`src/rtl/upscale_2x_bilinear_pkg.sv`:
```
// Shared constants and state encoding for the 2x bilinear upsampler.
// Lane offsets locate each pixel of the 2x2 output block within the 32-bit word.
package upscale_pkg;

   localparam int unsigned PW      = 8;

   localparam int unsigned LANE_TL = 0;
   localparam int unsigned LANE_TR = 8;
   localparam int unsigned LANE_BL = 16;
   localparam int unsigned LANE_BR = 24;

   typedef enum logic [1:0] {
      S_FILL,
      S_RUN,
      S_EOL,
      S_FLUSH
   } state_t;

endpackage

```
`src/rtl/upscale_2x_bilinear_interp.sv`:
```
// Combinational 2x2 bilinear block from four corner pixels (a=TL, b=TR, c=BL, d=BR source).
// Sums are widened so the rounding add never overflows.
module upscale_interp_2x2
   import upscale_pkg::*;
(
   input  logic [PW-1:0]   i_a,
   input  logic [PW-1:0]   i_b,
   input  logic [PW-1:0]   i_c,
   input  logic [PW-1:0]   i_d,
   output logic [4*PW-1:0] o_block
);

   logic [PW:0]   w_sum_ab;
   logic [PW:0]   w_sum_ac;
   logic [PW+1:0] w_sum_all;

   always_comb begin
      w_sum_ab  = {1'b0, i_a} + {1'b0, i_b} + (PW+1)'(1);
      w_sum_ac  = {1'b0, i_a} + {1'b0, i_c} + (PW+1)'(1);
      w_sum_all = {2'b00, i_a} + {2'b00, i_b} + {2'b00, i_c} + {2'b00, i_d} + (PW+2)'(2);

      o_block                  = '0;
      o_block[LANE_TL +: PW]   = i_a;
      o_block[LANE_TR +: PW]   = PW'(w_sum_ab >> 1);
      o_block[LANE_BL +: PW]   = PW'(w_sum_ac >> 1);
      o_block[LANE_BR +: PW]   = PW'(w_sum_all >> 2);
   end

endmodule

```
`src/rtl/upscale_2x_bilinear.sv`:
```
// Streaming 2x bilinear upsampler: one line buffer, previous-column registers and a
// FILL/RUN/EOL/FLUSH FSM that emits one 2x2 block per input pixel in raster order.
module upscale_2x_bilinear
   import upscale_pkg::*;
#(
   parameter int unsigned WIDTH  = 128,
   parameter int unsigned HEIGHT = 128
)
(
   input  logic            clk,
   input  logic            rst,
   input  logic [PW-1:0]   din,
   input  logic            din_vld,
   output logic            din_rdy,
   output logic [4*PW-1:0] dout,
   output logic            dout_vld,
   output logic            frame_done
);

   localparam int unsigned     CW       = (WIDTH  > 1) ? $clog2(WIDTH)  : 1;
   localparam int unsigned     RW       = (HEIGHT > 1) ? $clog2(HEIGHT) : 1;
   localparam logic [CW-1:0]   COL_LAST = CW'(WIDTH - 1);
   localparam logic [RW-1:0]   ROW_LAST = RW'(HEIGHT - 1);

   state_t            r_state;
   state_t            w_state_nxt;
   logic [CW-1:0]     r_col;
   logic [RW-1:0]     r_row;
   logic [PW-1:0]     r_linebuf [WIDTH];
   logic [PW-1:0]     r_prev_top;
   logic [PW-1:0]     r_prev_bot;
   logic [4*PW-1:0]   r_dout;
   logic              r_dout_vld;
   logic              r_frame_done;

   logic              w_rdy;
   logic              w_accept;
   logic              w_col_last;
   logic              w_row_last;
   logic [CW-1:0]     w_nxt_idx;
   logic [PW-1:0]     w_lb_cur;
   logic [PW-1:0]     w_lb_nxt;
   logic [PW-1:0]     w_a;
   logic [PW-1:0]     w_b;
   logic [PW-1:0]     w_c;
   logic [PW-1:0]     w_d;
   logic [4*PW-1:0]   w_block;
   logic              w_emit;
   logic              w_last_blk;

   assign w_rdy      = (r_state == S_FILL) || (r_state == S_RUN);
   assign din_rdy    = w_rdy;
   assign w_accept   = din_vld && w_rdy;
   assign w_col_last = (r_col == COL_LAST);
   assign w_row_last = (r_row == ROW_LAST);

   // Right neighbour index clamps at the last column so the flush replicates it.
   assign w_nxt_idx  = w_col_last ? r_col : r_col + CW'(1);
   assign w_lb_cur   = r_linebuf[r_col];
   assign w_lb_nxt   = r_linebuf[w_nxt_idx];

   always_ff @(posedge clk or posedge rst) begin
      if (rst) begin
         r_state <= S_FILL;
      end else begin
         r_state <= w_state_nxt;
      end
   end

   always_comb begin
      w_state_nxt = r_state;
      w_emit      = 1'b0;
      w_last_blk  = 1'b0;
      w_a         = r_prev_top;
      w_b         = r_prev_top;
      w_c         = r_prev_bot;
      w_d         = r_prev_bot;
      case (r_state)
         S_FILL: begin
            if (w_accept && w_col_last) begin
               w_state_nxt = S_RUN;
            end
         end
         S_RUN: begin
            // Block (r-1,c-1): previous column from registers, current column from linebuf/din.
            w_b = w_lb_cur;
            w_d = din;
            if (w_accept) begin
               w_emit = (r_col != '0);
               if (w_col_last) begin
                  w_state_nxt = S_EOL;
               end
            end
         end
         S_EOL: begin
            w_emit      = 1'b1;
            w_state_nxt = w_row_last ? S_FLUSH : S_RUN;
         end
         S_FLUSH: begin
            w_a    = w_lb_cur;
            w_b    = w_lb_nxt;
            w_c    = w_lb_cur;
            w_d    = w_lb_nxt;
            w_emit = 1'b1;
            if (w_col_last) begin
               w_last_blk  = 1'b1;
               w_state_nxt = S_FILL;
            end
         end
         default: begin
            w_state_nxt = S_FILL;
         end
      endcase
   end

   always_ff @(posedge clk or posedge rst) begin
      if (rst) begin
         r_col      <= '0;
         r_row      <= '0;
         r_prev_top <= '0;
         r_prev_bot <= '0;
      end else begin
         case (r_state)
            S_FILL: begin
               if (w_accept) begin
                  if (w_col_last) begin
                     r_col <= '0;
                     r_row <= RW'(1);
                  end else begin
                     r_col <= r_col + CW'(1);
                  end
               end
            end
            S_RUN: begin
               if (w_accept) begin
                  r_prev_top <= w_lb_cur;
                  r_prev_bot <= din;
                  r_col      <= w_col_last ? '0 : r_col + CW'(1);
               end
            end
            S_EOL: begin
               r_row <= w_row_last ? '0 : r_row + RW'(1);
            end
            S_FLUSH: begin
               if (w_col_last) begin
                  r_col <= '0;
                  r_row <= '0;
               end else begin
                  r_col <= r_col + CW'(1);
               end
            end
            default: begin
               r_col <= '0;
               r_row <= '0;
            end
         endcase
      end
   end

   // Read-before-write: the async read above sees the previous row's pixel this cycle.
   always_ff @(posedge clk) begin
      if (w_accept) begin
         r_linebuf[r_col] <= din;
      end
   end

   upscale_interp_2x2 u_interp (
      .i_a     (w_a),
      .i_b     (w_b),
      .i_c     (w_c),
      .i_d     (w_d),
      .o_block (w_block)
   );

   always_ff @(posedge clk or posedge rst) begin
      if (rst) begin
         r_dout       <= '0;
         r_dout_vld   <= 1'b0;
         r_frame_done <= 1'b0;
      end else begin
         r_dout_vld   <= w_emit;
         r_frame_done <= w_last_blk;
         if (w_emit) begin
            r_dout <= w_block;
         end
      end
   end

   assign dout       = r_dout;
   assign dout_vld   = r_dout_vld;
   assign frame_done = r_frame_done;

endmodule

```
`config.mk`:
```
export PLATFORM = sky130hd
export DESIGN_NAME = upscale_2x_bilinear
export DESIGN_NICKNAME = d
export VERILOG_FILES = /design/src/rtl/upscale_2x_bilinear_pkg.sv /design/src/rtl/upscale_2x_bilinear_interp.sv /design/src/rtl/upscale_2x_bilinear.sv
export SDC_FILE = /design/constraint.sdc
export NUM_CORES = 2
export LEC_CHECK = 0
export ABC_AREA = 1
export BUFFER_PORTS_ARGS = -buffer_cell sky130_fd_sc_hd__buf_2
export CORE_ASPECT_RATIO = 1.25
export CORE_MARGIN = 2
export CORE_UTILIZATION = 58
export DETAILED_ROUTE_END_ITERATION = 10
export HOLD_SLACK_MARGIN = 0.03
export PLACE_DENSITY_LB_ADDON = 0.05
export SETUP_SLACK_MARGIN = 0.15
export SYNTH_ARGS = -nofsm -noshare
export SYNTH_HDL_FRONTEND = slang
export SYNTH_SLANG_ARGS = --single-unit
```
`constraint.sdc`:
```
create_clock -name clk -period 6.1 [get_ports clk]
set_input_delay 0.61 -clock clk [delete_from_list [all_inputs] [get_ports clk]]
set_output_delay 0.61 -clock clk [all_outputs]
set_load 0.05 [all_outputs]
```
### After elaboration in Yosys (flattened, before gate mapping)

Memory sizes are Yosys's and may differ from the RTL's.
Index checks and enable logic that the tools add are counted.

* divide/modulo/power cells: 0
* eq/ne operators: 12
* add/subtract/negate cells: 10
* bitwise gates (word level): 0
* order comparisons: 0
* multiplexer cells: 25
* shift-type cells: 0
* reductions and logical operators: 13
* multipliers: 0

Operator list (count)
* 2-to-1 mux 7 bit: 7
* case mux 8 bit (2 select lines): 2
* adder 8 x 8 -> 9 bit: 3
* case mux 7 bit (3 select lines): 1
* adder 10 x 8 -> 10 bit: 2
* adder 9 x 1 -> 9 bit (second input constant): 2
* 2-to-1 mux 8 bit: 2
* adder 7 x 1 -> 7 bit (second input constant): 2
* == test 7 bit (second input constant): 2
* case mux 7 bit (2 select lines): 1
* adder 10 x 2 -> 10 bit (second input constant): 1
* 2-to-1 mux 2 bit: 5
* inequality test 2 bit (second input constant): 5
* case mux 2 bit (4 select lines): 1
* AND reduction 4 bit: 2
* nonzero test 7 bit: 1
* 2-to-1 mux 1 bit: 5
* == test 2 bit (second input constant): 2
* inequality test 2 x 1 -> 1 bit (second input constant): 2
* AND reduction 2 bit: 2
* OR reduction 2 bit: 2
* nonzero test 3 bit: 1
* == test 2 x 1 -> 1 bit (second input constant): 1
* logical AND 1 bit: 2
* 4 further kinds: 4

* memories kept: 1
* register bits: 66
* word-level logic and storage cells: 69
* input bits: 11
* memory bits (read-only): 0
* bits in latches: 0
* RAM bits: 1024

Memories
* r_linebuf: depth 128, width 8, read ports 2, clocked after Yosys merged registers in 0, write ports 1, line upscale_2x_bilinear.sv:29 `logic [PW-1:0] r_linebuf [WIDTH];`

### Logic depth before layout (Yosys ltp)

An unclocked memory read counts as a cell.

* depth in word-level cells: 8
* mapped depth: 38

### Modules after synthesis

A second synthesis with hierarchy kept.

* cells, all modules: 6872
* area, all modules: 58133.3 µm²

Modules (own cells, without submodules)
* upscale_2x_bilinear: times used 1, area each 56584.3 µm², sequential area each 32401.1 µm², cells each 6632
* upscale_interp_2x2: times used 1, area each 1549.0 µm², sequential area each 0.0 µm², cells each 240

### Worst setup path after synthesis

No wires, ideal clock.

* path kind: register to register
* start: register r_col[1]
* end: register r_dout[29] (netlist: dout[29])
* path slack: 378 ps
* period minus slack after synthesis: 5722 ps
* data required time: 5965 ps
* cell stages (with the launch flop): 35
* arrival time: 5587 ps
* path buffers: 4
* setup time: 135 ps
* cell sequence: dfrtp_1 -> ha_1 -> nand2_1 -> nor2_2 -> inv_2 -> nor2_8 -> inv_1 -> ha_1 -> clkbuf_1 -> buf_2 -> buf_1 -> clkbuf_1 -> o21ai_0 -> o211ai_1 -> nand3_1 -> nand3_1 -> nand3_1 -> nand3_1 -> nand3_1 -> nand2_1 -> ha_1 -> inv_1 -> fa_1 -> o21ai_0 -> xor2_1 -> fa_1 -> inv_1 -> ha_1 -> inv_1 -> o31a_1 -> nand2_1 -> nand2_1 -> nand2_1 -> xnor2_1 -> o21ai_0

* cells in the longest elaborated chain, start to end: 8

Ends and longest elaborated chain
* start: declaration: line upscale_2x_bilinear.sv:27 `logic [CW-1:0] r_col;`
* start signal: assignment: line upscale_2x_bilinear.sv:130 `r_col <= r_col + CW'(1);`
* start signal: assignment: line upscale_2x_bilinear.sv:138 `r_col <= w_col_last ? '0 : r_col + CW'(1);`
* start signal: assignment: line upscale_2x_bilinear.sv:149 `r_col <= r_col + CW'(1);`
* adder 7 x 1 -> 7 bit / == test 7 bit (equally long branches): line upscale_2x_bilinear.sv:58, upscale_2x_bilinear.sv:54
* 2-to-1 mux 7 bit: line upscale_2x_bilinear.sv:58 `assign w_nxt_idx = w_col_last ? r_col : r_col + CW'(1);`
* memory (128 x 8 bit)
* case mux 8 bit (2 select lines): line upscale_2x_bilinear.sv:78 `case (r_state)`
* adder 8 x 8 -> 9 bit: line upscale_2x_bilinear_interp.sv:20 `w_sum_all = {2'b00, i_a} + {2'b00, i_b} + {2'b00, i_c} + {2'b00, i_d} + (PW+2)'(2);`
* adder 10 x 8 -> 10 bit (2 in a row): line upscale_2x_bilinear_interp.sv:20
* adder 10 x 2 -> 10 bit: line upscale_2x_bilinear_interp.sv:20
* end signal: assignment: line upscale_2x_bilinear.sv:184 `r_dout <= w_block;`
* end: declaration: line upscale_2x_bilinear.sv:32 `logic [4*PW-1:0] r_dout;`

Several ways; a longest one is shown, not always the timed one.
A chain may end at the register's enable or synchronous reset.

### Worst setup path after layout

* start: register r_col[0]
* end: register r_dout[30] (netlist: dout[30])

Same word-level chain as after synthesis.

==> impl_results.md <==
* Synth warn at 0
* Pre-antenna DRT Iters at 9
* Syn avg cell area at 9.98 um^2
* CP bufs+invs at 7
* Metal3 WL at 27,400 um
* PD cells at between 500 and 600 nW/um^2
* Row count at 125
* Highest metal used: met5
* Largest net degree at the start of global routing at approximately 100
* IO Count at 46
* Core ar. at 93,100 um^2
* Worst Setup Path Type: reg -> reg
* Met2 WL at 93,400 um
* Sequential Power Share at between 20% and 30%
* Setup crit start: r_col[0]
* Ys flop type: edfxtp_1
* Initial DRC count at 7,034
* Status: finished clean
* Logic pwr share at 54.3%
* CP max stage delay at 0.58 ns
* Clock Path Buffers at 3
* Clock sinks at 1,090
* GRT Overall Usage at 42.7%
* CTS tree: built
* Mapped Cells at 5,464
* Yosys top cell area share at 56.4%
* Largest family of logic cells by synthesized area: simple AND/OR/NAND/NOR gates
* Clock share of power at 20.6%
* Post-DP Area at 59,100 um^2
* Unique masters post-synth at 52
* Total wire length at roughly 210,000 um
* Commonest non-fill, non-tap cell in the layout: nand2_1
* DR vias/cell at around 6.6
* Power Total at 34,300 uW
* Ratio of cells with drive above 1 in the final layout at 18.0%
* Mapped Nets at 5,514
* Worst Clk Skew at 0.0400 ns
* Switching power share of the total at 43.6%
* Critical Path Sink: dout[30]
* M1 WL at 73,100 um
* Share of flip-flops with an asynchronous set or reset at 6.06%
* Stages on worst setup path at 34
* CP Launch Type: flip-flop
* Post-synthesis sequential area ratio at 59.4%
* Per-cell routed wire length at 29.7 um
* Finished Layout Cells at 7,076
* Nature of the critical path endpoint: flip-flop
* Simple-gate share of the synthesized area at 16.5%
* CP arrival at 6.51 ns
* Slew headroom at 18.4%
* Final max-slew violation count at 0
* Most frequent cells in the layout: nand2_1 (1,299), edfxtp_1 (1,024), inv_1 (545)
* Routability-driven placement congestion ratio at roughly 0.99
* Area added between synthesis and finish at 19.4%
* Cts bufs inserted at roughly 110
* Antenna-violating nets left at 0
* Top cell by count, worst path: nand2_1
* Area contributors post-synth: edfxtp_1 (56%), nand2_1 (9.1%), o211ai_1 (5.3%), nand3_1 (4.7%), inv_1 (3.8%)
* Setup ws final at 0.166 ns
* Reg-to-Reg End: dout[30]
* Mapped Area at 54,600 um^2
* DRC errors left at 0
* MaxCap Viol Count at 0
* Worst Hold Class: in -> async
* DIE HEIGHT at 347 um
* Synth Area in Adders at 1.02%
* Clk_lat worst skew at 0.72 ns
* Period utilisation layout at 97.3%
* Post-synthesis mux area share at roughly 2.6%
* Post-synth EDFFs at 1,024
* Fmax at 0.169 GHz
* P_sw at approximately 15,000 uW
* Worst path slowest cell: fa_1
* Unrepaired setup endpoints after global routing: yes
* Dpl hpwl at 138,000 um
* Peak supply drop at 0.000520 V
* Worst R2R Path Depth at 34
* Cell total after placement at 6,813
* Dpl ws at -0.517 ns
* Via count at 46,800
* Die span in x at 278 um
* Reg-to-reg startpoint: r_col[0]
* Clock root cell: clkbuf_16
* Pleak at 0.0250 uW
* Die area at 96,500 um^2
* Post-Layout Inst Area at 65,200 um^2
* Port Buffers at 45
* Final hold slack at 0.197 ns
* Worst reg2reg setup slack at 0.17 ns
* Post-layout min period at 5.93 ns
* Clock-pin transition on the worst setup and hold timing paths at about 0.080 ns
* CP Max Fanout at 11
* Htree depth at 3
* Worst path required time at 6.67 ns
* P_int at 19,400 uW
* Initial antenna violation count at 5
* First-pass GRT wire length at 297,000 um
* Crit path max-delay family: simple AND/OR/NAND/NOR gates
* Vias in the first global route at 44,000
* GRT overflow at 0
* Initial core utilization at 58.6%
* Final setup violation count at 0
* Most area-hungry cell type in the Yosys netlist: edfxtp_1
* Worst slew pin tran at 1.22 ns
* XOR/XNOR Fraction of Synth Area at less than 1%
* Fin nets at 5,827
* #FFs+latches synth at 1,090
* Final hold violations at 0
* Synth Area in Compound Gates at 13.4%
==> worst min-delay path: stages <==
cell	delay, ns
buf_2	0.10
inv_2	0.03
buf_4	0.70
==> logic make-up after synthesis <==
group / count (synthesis)
AOI/OAI and AO/OA: 1076
xor gates and xnor gates: 18
adders and majority gates: 39
buffers and inverters: 926
DFF: 1090
muxes: 128
and+or+nand+nor: 2187
==> worst min-delay path by stage <==
stage,to,slack [ns],depth (start not counted)
final,dout[16],0.20,3
after floorplan,r_prev_top[0],0.47,2
after global routing,r_linebuf[21][2],0.20,1
after global placement,dout[5],0.46,2
after CTS,r_linebuf[21][2],0.17,1
after detailed placement,dout[6],0.46,2
==> power groups by stage <==
| stage | Combinational, uW | Sequential [uW] | Clock [uW] |
|---|---|---|---|
| 2_1_floorplan | 8240 | 9090 | 0 |
| 3_3_place_gp | 16100 | 8760 | 0 |
| 4_1_cts | 16600 | 8610 | 7080 |
| 3_5_place_dp | 16100 | 8770 | 0 |
| 5_1_grt | 19500 | 8640 | 7360 |
| 6_report | 18600 | 8610 | 7080 |
==> area by class of cell <==
cell class / instances / area [um^2]
antenna: 5 / 12.5
clock buffer: 120 / 2750
timing repair buffer: 559 / 5670
clock inverter: 77 / 970
fill: 6991 / 27900
multi-input combinational: 3448 / 19700
tap: 1206 / 1510
sequential: 1090 / 32400
inverter: 571 / 2160
==> flip-flops by register name, summed over array words and instances (netlist names) <==
name        flops
r_col           7
dout           32
frame_done      1
dout_vld        1
r_row           7
r_prev_top      8
r_linebuf    1024
r_prev_bot      8
r_state         2
==> routing by layer <==
layer,vias up,GRT usage [%]
met5,-,0
met4,4,28.7
met3,890,9.66
met2,3601,65.3
met1,22300,54.6
li1,20000,-
==> Yosys cell counts, types with 62 or more instances <==
master / instances
nor2_1: 300
nand2_1: 1318
edfxtp_1: 1024
nand3_1: 512
inv_1: 552
buf_2: 128
o211ai_1: 382
a22oi_1: 62
dfrtp_1: 66
o21ai_0: 289
a221oi_1: 106
mux2_2: 113
clkbuf_1: 163
a21oi_1: 75
==> per-stage QoR <==
stage          utilization [%]  TNS, ns
2_1_floorplan                -        0
5_1_grt                   70.0  -0.0406
3_3_place_gp              63.5    -1.77
4_1_cts                   68.3        0
3_5_place_dp              63.5    -1.96
6_report                  70.0        0
==> timing repair <==
action | in CTS | in global routing
gates resized for setup | 72 | 226
buffers inserted | 17 | 26
setup endpoints to repair | 6 | 6
hold buffers | 0 | 0
cloned | 9 | 9
pin swaps | 12 | 84
Note: power is estimated with default switching activity, not from simulation.
